### config.mk
export PLATFORM = sky130hd
export DESIGN_NAME = pn_swap_scheduler
export DESIGN_NICKNAME = d
export VERILOG_FILES = /design/src/rtl/pn_swap_scheduler_pkg.sv /design/src/rtl/pn_prio_cmp.sv /design/src/rtl/pn_swap_scheduler.sv
export SDC_FILE = /design/constraint.sdc
export NUM_CORES = 1
export LEC_CHECK = 0
export ABC_AREA = 1
export CAP_MARGIN = 10
export CORE_MARGIN = 1
export CORE_UTILIZATION = 54
export DETAILED_ROUTE_END_ITERATION = 12
export GPL_TIMING_DRIVEN = 0
export PLACE_DENSITY = 0.81
export SLEW_MARGIN = 20
export SYNTH_ARGS = -nofsm -noshare
export SYNTH_HDL_FRONTEND = slang
export SYNTH_SLANG_ARGS = --single-unit
### constraint.sdc
create_clock -name clk -period 2.9 [get_ports clk]
set_input_delay 0.58 -clock clk [delete_from_list [all_inputs] [get_ports clk]]
set_output_delay 0.58 -clock clk [all_outputs]
set_load 0.01 [all_outputs]
### src/rtl/pn_swap_scheduler_pkg.sv
// Shared defaults and tag-bundle layout for the permutation-network swap scheduler.
// A tag bundle packs one flit's {src, age, vld}, with vld in the LSB.
package pn_swap_scheduler_pkg;

  localparam int TIME_W_DEF     = 8;
  localparam int ID_W_DEF       = 4;
  localparam int NUM_NODES_DEF  = 16;
  localparam int GOLD_EPOCH_DEF = 64;

  localparam int TAG_VLD_OFS = 0;
  localparam int TAG_AGE_OFS = 1;

  function automatic int tag_src_ofs(input int time_w);
    return 1 + time_w;
  endfunction

  function automatic int tag_w(input int time_w, input int id_w);
    return 1 + time_w + id_w;
  endfunction

endpackage

### src/rtl/pn_prio_cmp.sv
// Combinational 2x2 priority compare: swap=1 when y beats x.
// Order of precedence: valid, golden source, wrap-aware older age; ties keep x.
module pn_prio_cmp
  import pn_swap_scheduler_pkg::*;
#(
  parameter int TIME_W = TIME_W_DEF,
  parameter int ID_W   = ID_W_DEF
) (
  input  logic              x_vld,
  input  logic [TIME_W-1:0] x_age,
  input  logic [ID_W-1:0]   x_src,
  input  logic              y_vld,
  input  logic [TIME_W-1:0] y_age,
  input  logic [ID_W-1:0]   y_src,
  input  logic [ID_W-1:0]   gold_id,
  output logic              swap
);

  logic                     x_gold;
  logic                     y_gold;
  logic signed [TIME_W-1:0] age_diff;

  always_comb begin
    x_gold   = (x_src == gold_id);
    y_gold   = (y_src == gold_id);
    // y is older exactly when the modular difference y-x is negative
    age_diff = $signed(y_age - x_age);
    swap     = 1'b0;
    if (x_vld != y_vld) begin
      swap = y_vld;
    end else if (x_vld) begin
      if (x_gold != y_gold) swap = y_gold;
      else                  swap = (age_diff < 0);
    end
  end

endmodule

### src/rtl/pn_swap_scheduler.sv
// Two-stage swap scheduler for the 4-port permutation network with valid/ready
// backpressure and a rotating golden source that overrides age.
module pn_swap_scheduler
  import pn_swap_scheduler_pkg::*;
#(
  parameter int TIME_W     = TIME_W_DEF,
  parameter int ID_W       = ID_W_DEF,
  parameter int NUM_NODES  = NUM_NODES_DEF,
  parameter int GOLD_EPOCH = GOLD_EPOCH_DEF
) (
  input  logic                clk,
  input  logic                rst_n,
  input  logic                in_valid,
  output logic                in_ready,
  input  logic [3:0]          in_vld,
  input  logic [4*TIME_W-1:0] in_age,
  input  logic [4*ID_W-1:0]   in_src,
  output logic [1:0]          sw_s0,
  output logic                sw_s0_valid,
  output logic [1:0]          sw_s1,
  output logic                out_valid,
  input  logic                out_ready,
  output logic [3:0]          out_vld,
  output logic [ID_W-1:0]     gold_id
);

  localparam int TAG_W   = tag_w(TIME_W, ID_W);
  localparam int SRC_OFS = tag_src_ofs(TIME_W);
  localparam int CNT_W   = $clog2(GOLD_EPOCH);
  localparam logic [CNT_W-1:0] CNT_LAST  = CNT_W'(GOLD_EPOCH - 1);
  localparam logic [ID_W-1:0]  GOLD_LAST = ID_W'(NUM_NODES - 1);

  typedef logic [TAG_W-1:0] tag_t;

  function automatic tag_t pack_tag(input logic v, input logic [TIME_W-1:0] a,
                                    input logic [ID_W-1:0] s);
    tag_t t;
    t                      = '0;
    t[TAG_VLD_OFS]         = v;
    t[TAG_AGE_OFS+:TIME_W] = a;
    t[SRC_OFS+:ID_W]       = s;
    return t;
  endfunction

  function automatic logic f_vld(input tag_t t);
    return t[TAG_VLD_OFS];
  endfunction

  function automatic logic [TIME_W-1:0] f_age(input tag_t t);
    return t[TAG_AGE_OFS+:TIME_W];
  endfunction

  function automatic logic [ID_W-1:0] f_src(input tag_t t);
    return t[SRC_OFS+:ID_W];
  endfunction

  tag_t             tag_in [4];
  tag_t             tag_p0 [4];
  logic             vld_p0;
  logic             vld_p1;
  logic [1:0]       sw_p0;
  logic [1:0]       sw_p1;
  logic [3:0]       occ_p1;
  logic [CNT_W-1:0] epoch_cnt;
  logic             s0_adv;
  logic             s1_adv;
  logic             sw_a, sw_b, sw_c, sw_d;
  tag_t             a_up, a_lo, b_up, b_lo;
  logic [3:0]       occ_nxt;

  always_comb begin
    for (int i = 0; i < 4; i++) begin
      tag_in[i] = pack_tag(in_vld[i], in_age[i*TIME_W+:TIME_W], in_src[i*ID_W+:ID_W]);
    end
  end

  assign s1_adv   = !vld_p1 || out_ready;
  assign s0_adv   = !vld_p0 || s1_adv;
  assign in_ready = s0_adv;

  // ---- stage 0 compare: element A (din3,din2), element B (din1,din0)
  pn_prio_cmp #(.TIME_W(TIME_W), .ID_W(ID_W)) u_cmp_a (
    .x_vld(f_vld(tag_in[3])), .x_age(f_age(tag_in[3])), .x_src(f_src(tag_in[3])),
    .y_vld(f_vld(tag_in[2])), .y_age(f_age(tag_in[2])), .y_src(f_src(tag_in[2])),
    .gold_id(gold_id), .swap(sw_a)
  );

  pn_prio_cmp #(.TIME_W(TIME_W), .ID_W(ID_W)) u_cmp_b (
    .x_vld(f_vld(tag_in[1])), .x_age(f_age(tag_in[1])), .x_src(f_src(tag_in[1])),
    .y_vld(f_vld(tag_in[0])), .y_age(f_age(tag_in[0])), .y_src(f_src(tag_in[0])),
    .gold_id(gold_id), .swap(sw_b)
  );

  always_ff @(posedge clk) begin
    if (s0_adv) tag_p0 <= tag_in;
  end

  // ---- stage 1 compare on the stage-0 permuted tags: C (A.up,B.up), D (A.lo,B.lo)
  always_comb begin
    a_up = sw_p0[0] ? tag_p0[2] : tag_p0[3];
    a_lo = sw_p0[0] ? tag_p0[3] : tag_p0[2];
    b_up = sw_p0[1] ? tag_p0[0] : tag_p0[1];
    b_lo = sw_p0[1] ? tag_p0[1] : tag_p0[0];
  end

  pn_prio_cmp #(.TIME_W(TIME_W), .ID_W(ID_W)) u_cmp_c (
    .x_vld(f_vld(a_up)), .x_age(f_age(a_up)), .x_src(f_src(a_up)),
    .y_vld(f_vld(b_up)), .y_age(f_age(b_up)), .y_src(f_src(b_up)),
    .gold_id(gold_id), .swap(sw_c)
  );

  pn_prio_cmp #(.TIME_W(TIME_W), .ID_W(ID_W)) u_cmp_d (
    .x_vld(f_vld(a_lo)), .x_age(f_age(a_lo)), .x_src(f_src(a_lo)),
    .y_vld(f_vld(b_lo)), .y_age(f_age(b_lo)), .y_src(f_src(b_lo)),
    .gold_id(gold_id), .swap(sw_d)
  );

  always_comb begin
    occ_nxt[0] = sw_c ? f_vld(b_up) : f_vld(a_up);
    occ_nxt[1] = sw_c ? f_vld(a_up) : f_vld(b_up);
    occ_nxt[2] = sw_d ? f_vld(b_lo) : f_vld(a_lo);
    occ_nxt[3] = sw_d ? f_vld(a_lo) : f_vld(b_lo);
  end

  // ---- pipeline control; bubbles carry zero swaps so unloaded tags never leak out
  always_ff @(posedge clk or negedge rst_n) begin
    if (!rst_n) begin
      vld_p0 <= 1'b0;
      vld_p1 <= 1'b0;
      sw_p0  <= '0;
      sw_p1  <= '0;
      occ_p1 <= '0;
    end else begin
      if (s0_adv) begin
        vld_p0 <= in_valid;
        sw_p0  <= in_valid ? {sw_b, sw_a} : 2'b00;
      end
      if (s1_adv) begin
        vld_p1 <= vld_p0;
        sw_p1  <= vld_p0 ? {sw_d, sw_c} : 2'b00;
        occ_p1 <= vld_p0 ? occ_nxt : 4'b0000;
      end
    end
  end

  // ---- golden epoch: free-running, independent of traffic
  always_ff @(posedge clk or negedge rst_n) begin
    if (!rst_n) begin
      epoch_cnt <= '0;
      gold_id   <= '0;
    end else if (epoch_cnt == CNT_LAST) begin
      epoch_cnt <= '0;
      gold_id   <= (gold_id == GOLD_LAST) ? '0 : gold_id + ID_W'(1);
    end else begin
      epoch_cnt <= epoch_cnt + CNT_W'(1);
    end
  end

  assign sw_s0       = sw_p0;
  assign sw_s0_valid = vld_p0;
  assign sw_s1       = sw_p1;
  assign out_valid   = vld_p1;
  assign out_vld     = occ_p1;

endmodule

==> results.toml <==
[drt]
drc = 0
ant_nets = 0
drtPass1Iterations = 5
wl_um = 9820
drt_iter0_markers = 218
routed-via-count = 3721
vias_per_cell = 5.20
wl_per_cell_um = 13.7

[sta]
drv_slew = 0
setup_violations = 0
max_slew.worst_pin.slew_ns = 0.889
fmax_ghz = 0.354
rsz0062_at_grt = "false"
slew_headroom = 0.406
clock_skew_ns = 0.0145
min_period_over_period = 0.974
post-route-min-period_ns = 2.83
hold_viol_final = 0

[min_path]
hold_path.class = "flop to flop"

[floorplanning]
core_area_um2 = 7770
die_w_um = 92.0
fp-row-count = 32
initial_core_util = 0.563
dieHeight_um = 92.0
ioPinCount = 71
dieArea_um2 = 8470

[logic_synthesis]
ys_ff_latch = 72
syn_nets = 610
syn_area_um2 = 4380
synthTopCellsByCount = "nand2_1 (177), inv_1 (70), edfxtp_1 (52)"
ys.warnings.count = 0
async_flop_share = 0.278
synth_most_common_cell = "nand2_1"
ys_seq_area_frac = 0.471
synth_cells = 526
yosys_most_used_dff = "edfxtp_1"
synth_top_area_frac = 0.357
yosysUniqueCellTypes = 28
yosys.area.top_type = "edfxtp_1"
avgSynthCellArea_um2 = 8.32
synthTopCellsByArea = "edfxtp_1 (36%), nand2_1 (15%), dfrtp_1 (11%)"
synth_edf_count = 52

[power_and_ir_drop]
p_per_area_nw_per_um2 = 521
leakage_nw = 2.59
p_int_mw = 2.00
combPwrFrac = 0.248
power.switching_mw = 0.836
pwr-share-seq = 0.444
swShare = 0.295
clkPwrFrac = 0.309
vdd_ir_drop_max_mv = 0.267

[clocking]
cts_num_sinks = 72
clk_pin_slew_ns = 0.07
worstSkewPairLatency_ns = 0.37
ctsResizeCount = 3
root_buffer = "clkbuf_8"
cts_buffers = 9
cts.path.max_buffers = 2
cts_max_level = 3
post_cts_buffers = 0
cts_hold_buffers = 0
cts_tree = "done"

[layout]
antenna_cells = 0
layout.nets = 692
final_layout_size_suffix_gt1_frac = 0.0653
fin_area_um2 = 5450
syn_to_final_growth_pct = 24.5
post-route-util = 0.702
n_fill_cell = 614

[placement]
placed_cell_area_um2 = 5220
dp_hpwl_um = 7510
numPortBuffers = 70
gp_congestion = 0.834

[global_routing]
grt_use_total = 0.252
grt_max_degree = 29
grt.overflow.total = 0
antenna_found_initial = 0
grt_pass1_wl_um = 16200
grt_pass1_vias = 3592

[setup_path]
cp-start-kind = "primary input"
cp.arrival_ns = 2.25
path_class = "primary input to output pin"
crit_required_ns = 2.32
crit_path_end_kind = "output pin"
crit_fanout = 28

[run]
maxCapViolations = 0

[outcome]
outcome = "completed"
cell families after synthesis:
logic type,Yosys count,share of synthesized area
fa+ha+maj,28,0.0801
compound gates,57,0.0666
xor+xnor,22,0.0440
flops,72,0.471
buf+inv,90,0.0964
simple gates,257,0.242
cell usage in the layout (no fill, tap or decap):
| cell type | instances |
|---|---|
| a21oi_1 | 13 |
| a22o_1 | 1 |
| buf_12 | 1 |
| buf_2 | 2 |
| buf_4 | 1 |
| buf_6 | 6 |
| bufinv_16 | 2 |
| clkbuf_1 | 5 |
| clkbuf_8 | 12 |
| clkdlybuf4s50_1 | 70 |
| clkinv_2 | 2 |
| clkinvlp_4 | 2 |
| dfrtp_1 | 20 |
| edfxtp_1 | 52 |
| ha_1 | 28 |
| inv_1 | 69 |
| inv_2 | 3 |
| inv_4 | 2 |
| nand2_1 | 177 |
| nand2_2 | 4 |
| nand3_1 | 35 |
| nand4_1 | 6 |
| nor2_1 | 21 |
| nor2_2 | 2 |
| nor2_4 | 1 |
| nor3_1 | 5 |
| nor4_1 | 1 |
| o21a_1 | 1 |
| o21ai_0 | 38 |
| o21ai_1 | 4 |
| or2_0 | 4 |
| or2_1 | 1 |
| xnor2_1 | 14 |
| xor2_1 | 8 |
critical path: stages:
cell and delay, ns:
clkdlybuf4s50_1 0.45, nor2_4 0.21, inv_1 0.09, nor2_2 0.19, inv_4 0.19, clkdlybuf4s50_1 0.53
layout make-up:
cell class,count,area (um^2),area share
sequential,72,2060,0.378
multi-input combinational,364,1900,0.349
timing repair buffer,71,721,0.132
inverter,74,283,0.0519
buffer,16,141,0.0259
clock buffer,10,128,0.0234
tap,102,128,0.0234
clock inverter,6,85.1,0.0156
registers in the layout, summed over array words and instances, names as in the netlist:
| name | flops |
|---|---|
| sw_s0_valid | 1 |
| sw_s0 | 2 |
| epoch_cnt | 6 |
| gold_id | 4 |
| tag_p0 | 52 |
| sw_s1 | 2 |
| out_valid | 1 |
| out_vld | 4 |
final timing paths:
check	startpoint	endpoint	slack [ns]	cells past startpoint
setup / recovery	out_ready	in_ready	0.07	6
hold / removal	epoch_cnt[0]	epoch_cnt[0]	0.47	1
setup reg to reg	sw_s0[1]	sw_s1[1]	0.23	16
hold reg to reg	epoch_cnt[0]	epoch_cnt[0]	0.47	1
max in group asynchronous	rst_n	gold_id[0]	1.63	1
min in group asynchronous	rst_n	sw_s0_valid	0.71	1
power groups by stage:
stage | combinational (mW) | clock (mW) | sequential, mW
floorplan | 0.413 | 0 | 1.28
global placement | 0.650 | 0 | 1.28
detailed placement | 0.686 | 0 | 1.28
CTS | 0.697 | 0.883 | 1.26
global route | 0.791 | 0.927 | 1.27
finish | 0.703 | 0.876 | 1.26
stage by stage:
step	cells	setup slack [ns]	total power, mW	setup TNS (ns)	hold slack [ns]
3_3_place_gp	698	-1.25	1.93	-18.31	0.448
5_1_grt	715	0.0175	2.99	0	0.501
2_1_floorplan	526	0.418	1.70	0	0.284
3_5_place_dp	699	-0.272	1.97	-0.272	0.466
6_report	715	0.0743	2.84	0	0.474
4_1_cts	715	0.00980	2.84	0	0.485
layer usage:
layer | global-route usage | routed length (um)
met1 | 0.319 | 4230
met2 | 0.432 | 4860
met3 | 0.0315 | 538
met4 | 0.112 | 187
met5 | 0 | 0
Note: power is estimated with default switching activity, not from simulation.
==> patch 1: new RTL, same flow settings <==
`GOLD_EPOCH_DEF`: 64 -> 32.
--- a/src/rtl/pn_swap_scheduler_pkg.sv
+++ b/src/rtl/pn_swap_scheduler_pkg.sv
@@ -7,3 +7,3 @@
   localparam int NUM_NODES_DEF  = 16;
-  localparam int GOLD_EPOCH_DEF = 64;
+  localparam int GOLD_EPOCH_DEF = 32;
 
Behaviour: no difference found for any inputs over 10 cycles, from zero or initial values and one cycle with rst_n low; that may be too few to reach the edited logic, so the function may still have changed.
==> patch 1 against the unedited design <==
- clock skew shrank 0.0058 ns
- wire length shrank 0.86%
- synthesized area shrank 2.1%
- synthesized cell count shrank 3.6%
- hold slack lost 0.011 ns
- worst setup slack gained 0.049 ns
- total power shrank 6.0%
- sequential cell count shrank 1
- maximum frequency grew 1.8%
- final area shrank 2.4%
- die area shrank 2.1%
- critical endpoint unchanged
==> patch 1: results <==
export IMPL_antenna_found_initial=0
export IMPL_r2r_start="sw_s0[0]"
export IMPL_min_to="epoch_cnt[0]"
export IMPL_critPathMaxStageDelay_ns=0.53
export IMPL_p_leak_nw=2.53
export IMPL_status="finished, final reports clean"
export IMPL_async_flop_share_pct=26.8
export IMPL_cts_made_buffers=9
export IMPL_fin_skew_ns=0.00865
export IMPL_grt_pass1_vias=3502
export IMPL_dpl_hpwl_mm=7.50
export IMPL_rr_endpoint="sw_s1[1]"
export IMPL_synth_distinct_cells=31
export IMPL_port_buffers=70
export IMPL_synth_common_cells="164 x nand2_1, 70 x inv_1, 52 x edfxtp_1"
export IMPL_cts_buffer_depth=2
export IMPL_crit_arrival_ns=2.20
export IMPL_yosysSeqAreaShare_pct=47.6
export IMPL_first_pass_iters=8
export IMPL_fill_cells=631
export IMPL_p_int_mw=1.87
export IMPL_clkSlewWorstSetupHoldPaths_ns=0.07
export IMPL_reg_top3="tag_p0 (52), epoch_cnt (5)"
export IMPL_clkLatencyLatePin_ns=0.34
export IMPL_drt_iter0_markers=272
export IMPL_vdd_drop_max_uv=295
export IMPL_slowest_stage="clkdlybuf4s50_1"
export IMPL_grt_pass1_wl_mm=16.1
export IMPL_post_cts_setup_buffers=0
export IMPL_place_congestion=0.968
export IMPL_synth_nets=592
export IMPL_grt_max_degree=35
export IMPL_num_vias=3651
export IMPL_routed_wirelength_mm=9.74
export IMPL_regToRegSetupSlack_ns=0.30
export IMPL_layout_drive_gt1_share_pct=6.73
export IMPL_reg2reg_depth=14
export IMPL_min_from="epoch_cnt[0]"
export IMPL_ys_top_cells_by_area="edfxtp_1 36%, nand2_1 14%, dfrtp_1 11%"
export IMPL_netlist_instances=507
export IMPL_path_max_fanout=22
export IMPL_slew_headroom_pct=44.3
export IMPL_dp_cells=680
export IMPL_final_nets=674
export IMPL_globalRouteTotalUtil_pct=25.2
export IMPL_stdcell_count=696
[patch 1: changes by cell type after synthesis, moves of 2 or more]
| cell | delta |
|---|---|
| buf_2 | +2 |
| xor2_1 | +3 |
| clkbuf_8 | -3 |
| nand3_1 | -8 |
| nand2_1 | -13 |
| nand4_1 | -2 |
| o211ai_1 | +2 |
| nor3_1 | +2 |
| or2_0 | -2 |
| o21ai_2 | +2 |
[patch 1: routing by layer]
layer / vias to the layer above / part of all wire, % / GRT usage (%)
li1: 1800 / - / -
met1: 1689 / 42 / 32.2
met2: 141 / 49 / 43.1
met3: 21 / 6.1 / 3.27
met4: 0 / 2.4 / 11.0
met5: - / 0 / 0
[patch 1: through the flow]
stage / utilization, % / area [um^2] / hold WS [ns] / setup WS (ns) / total power, mW
global route: 69.2 / 5320 / 0.490 / 0.00131 / 2.81
finish: 69.2 / 5320 / 0.463 / 0.123 / 2.67
global placement: 66.5 / 5110 / 0.448 / -1.23 / 1.91
CTS: 69.1 / 5310 / 0.466 / 0.0409 / 2.67
detailed placement: 66.7 / 5130 / 0.455 / -0.224 / 1.95
floorplan: - / 4280 / 0.284 / 0.418 / 1.68
[patch 1: power groups by stage]
stage          registers (mW)  logic [mW]  clock network [mW]
6_report                 1.25       0.700               0.721
3_3_place_gp             1.27       0.644                   0
3_5_place_dp             1.27       0.685                   0
5_1_grt                  1.26       0.787               0.767
4_1_cts                  1.25       0.695               0.729
2_1_floorplan            1.27       0.410                   0
[patch 1: cells by family after synthesis]
family / count (synthesis) / synth area share (%)
xor gates and xnor gates: 25 / 5.29
DFF: 71 / 47.6
buffers and inverters: 89 / 8.97
adders and majority gates: 29 / 8.47
AOI/OAI and AO/OA: 59 / 7.33
and+or+nand+nor: 234 / 22.4
[patch 1: worst max-delay path, delay by kind of cell]
family / cells / cell delay, ns
buffers and inverters: 4 / 1.22
AND/OR/NAND/NOR: 2 / 0.39
[patch 1: cell type report]
class	count	share of cell area, %
clock buffers	12	2.94
flip-flops and latches	71	38.3
multi-input cells	347	35.2
clock inverters	4	0.376
repair buffers	71	13.5
inverters	74	5.27
plain buffers	15	2.02
well taps	102	2.40
[patch 1: how the worst max path moves through the flow]
stage | startpoint | end | slack [ns] | cells after the start
after detailed placement | out_ready | in_ready | -0.22 | 6
after global placement | out_ready | in_ready | -1.23 | 6
after floorplan | out_ready | in_ready | 0.42 | 4
final | out_ready | in_ready | 0.12 | 6
after CTS | out_ready | in_ready | 0.04 | 6
after global routing | out_ready | in_ready | 0.001 | 6
[patch 1: timing repair]
item                       4_1_cts  5_1_grt
setup endpoints to repair        1        2
gates resized for setup          3        3
cloned                           0        0
==> patch 2: new RTL, config.mk and constraints unchanged <==
Without the edit above. Reset style: synchronous (`rst_n`), changed in 2 clocked blocks.
--- a/src/rtl/pn_swap_scheduler.sv
+++ b/src/rtl/pn_swap_scheduler.sv
@@ -125,3 +125,3 @@
   // ---- pipeline control; bubbles carry zero swaps so unloaded tags never leak out
-  always_ff @(posedge clk or negedge rst_n) begin
+  always_ff @(posedge clk) begin
     if (!rst_n) begin
@@ -146,3 +146,3 @@
   // ---- golden epoch: free-running, independent of traffic
-  always_ff @(posedge clk or negedge rst_n) begin
+  always_ff @(posedge clk) begin
     if (!rst_n) begin
Behaviour: differs if rst_n is asserted again (counterexample within 4 cycles, from zero or initial values and one cycle with rst_n low); with rst_n held inactive, the same outputs for 10 cycles.
==> patch 2 against the unedited design <==
- via count decreased by 3.7%
- sequential cell count unchanged
- combinational power decreased by 38%
- total power decreased by 15%
- worst setup slack improved by 0.026 ns
- synthesized area decreased by 1.4%
- wire length decreased by 2.9%
- final area decreased by 1.4%
- largest cell class unchanged
- highest routed layer unchanged
==> patch 2: results <==
export IMPL_status="finished, final reports clean"
export IMPL_multi_input_area_share_pct=36.2
export IMPL_p_leak_nw=2.40
export IMPL_multi_input_gates=355
export IMPL_yosysWarnings=0
export IMPL_reg2reg_depth=14
export IMPL_fin_skew_ns=0.00804
export IMPL_grt_max_degree=33
export IMPL_timing_hold_ws_ns=0.464
export IMPL_num_nonclk_inverters=73
export IMPL_grt_pass1_vias=3616
export IMPL_stdcell_count=705
export IMPL_dpl_hpwl_mm=7.32
export IMPL_synth_nets=600
export IMPL_globalRouteTotalUtil_pct=24.9
export IMPL_place_congestion=0.802
export IMPL_path_max_fanout=24
export IMPL_synthAdderAreaFrac_pct=8.12
export IMPL_min_to="out_vld[1]"
export IMPL_final_nets=682
export IMPL_grt_use_met2_pct=41.7
export IMPL_met1Wirelength_mm=4.18
export IMPL_wl_met2_mm=4.66
export IMPL_vdd_drop_max_uv=306
export IMPL_grtUsageMet1_pct=30.5
export IMPL_clkCellAreaFrac_pct=3.68
export IMPL_rr_endpoint="sw_s1[1]"
export IMPL_regToRegSetupSlack_ns=0.32
export IMPL_slew_headroom_pct=72.4
export IMPL_buffers_excl_clock=87
export IMPL_cts_made_buffers=9
export IMPL_ys_top_cells_by_area="edfxtp_1 36%, nand2_1 14%, dfxtp_1 9.3%"
export IMPL_synth_xor_area_share_pct=5.28
export IMPL_dp_cells=689
export IMPL_p_int_mw=1.76
export IMPL_synth_common_cells="156 x nand2_1, 67 x inv_1, 52 x edfxtp_1"
export IMPL_synth_distinct_cells=38
export IMPL_synth_compound_area_share_pct=9.31
export IMPL_netlist_instances=516
export IMPL_wl_per_cell_um=13.5
export IMPL_hold_class="reg -> reg"
export IMPL_min_from="out_vld[1]"
export IMPL_fill_cells=600
export IMPL_sh_seq_area_pct=36.5
export IMPL_comb_power_uw=437
export IMPL_nClkBuffers=11
export IMPL_layout_nonclk_buf_share_pct=15.9
export IMPL_vias_per_cell=5.09
export IMPL_whs_path_depth=2
export IMPL_pwr_group_clock_uw=800
export IMPL_layout_drive_gt1_share_pct=7.96
export IMPL_use_met3_pct=5.03
export IMPL_drt_iter0_markers=200
export IMPL_wl_met3_um=494
export IMPL_crit_arrival_ns=2.22
export IMPL_r2r_start="sw_s0[0]"
export IMPL_async_flop_share_pct=0
export IMPL_clkLatencyLatePin_ns=0.35
## patch 2: changes by cell type in the layout (fill, tap and decap cells not counted), moves of 4 or more
cell	delta
a21oi_1	+9
dfrtp_1	-20
dfxtp_1	+20
inv_4	+4
nand2_1	-21
nand3_1	-17
o21ai_0	-7
xor2_1	+5
## patch 2: per-stage QoR
step | TNS [ns] | worst slack, ns | cell area [um^2] | power (mW)
2_1_floorplan | 0 | 0.416 | 4310 | 1.46
3_3_place_gp | -17.90 | -1.23 | 5140 | 1.61
3_5_place_dp | -0.245 | -0.245 | 5160 | 1.64
4_1_cts | 0 | 0.00459 | 5370 | 2.42
5_1_grt | 0 | 0.0109 | 5370 | 2.53
6_report | 0 | 0.0999 | 5370 | 2.42
## patch 2: worst max path at each step
stage,to,slack (ns),startpoint
floorplan,sw_s0[0],0.42,out_ready
finish,in_ready,0.1,out_ready
global placement,in_ready,-1.23,out_ready
global route,in_ready,0.01,out_ready
detailed placement,in_ready,-0.24,out_ready
CTS,in_ready,0.005,out_ready
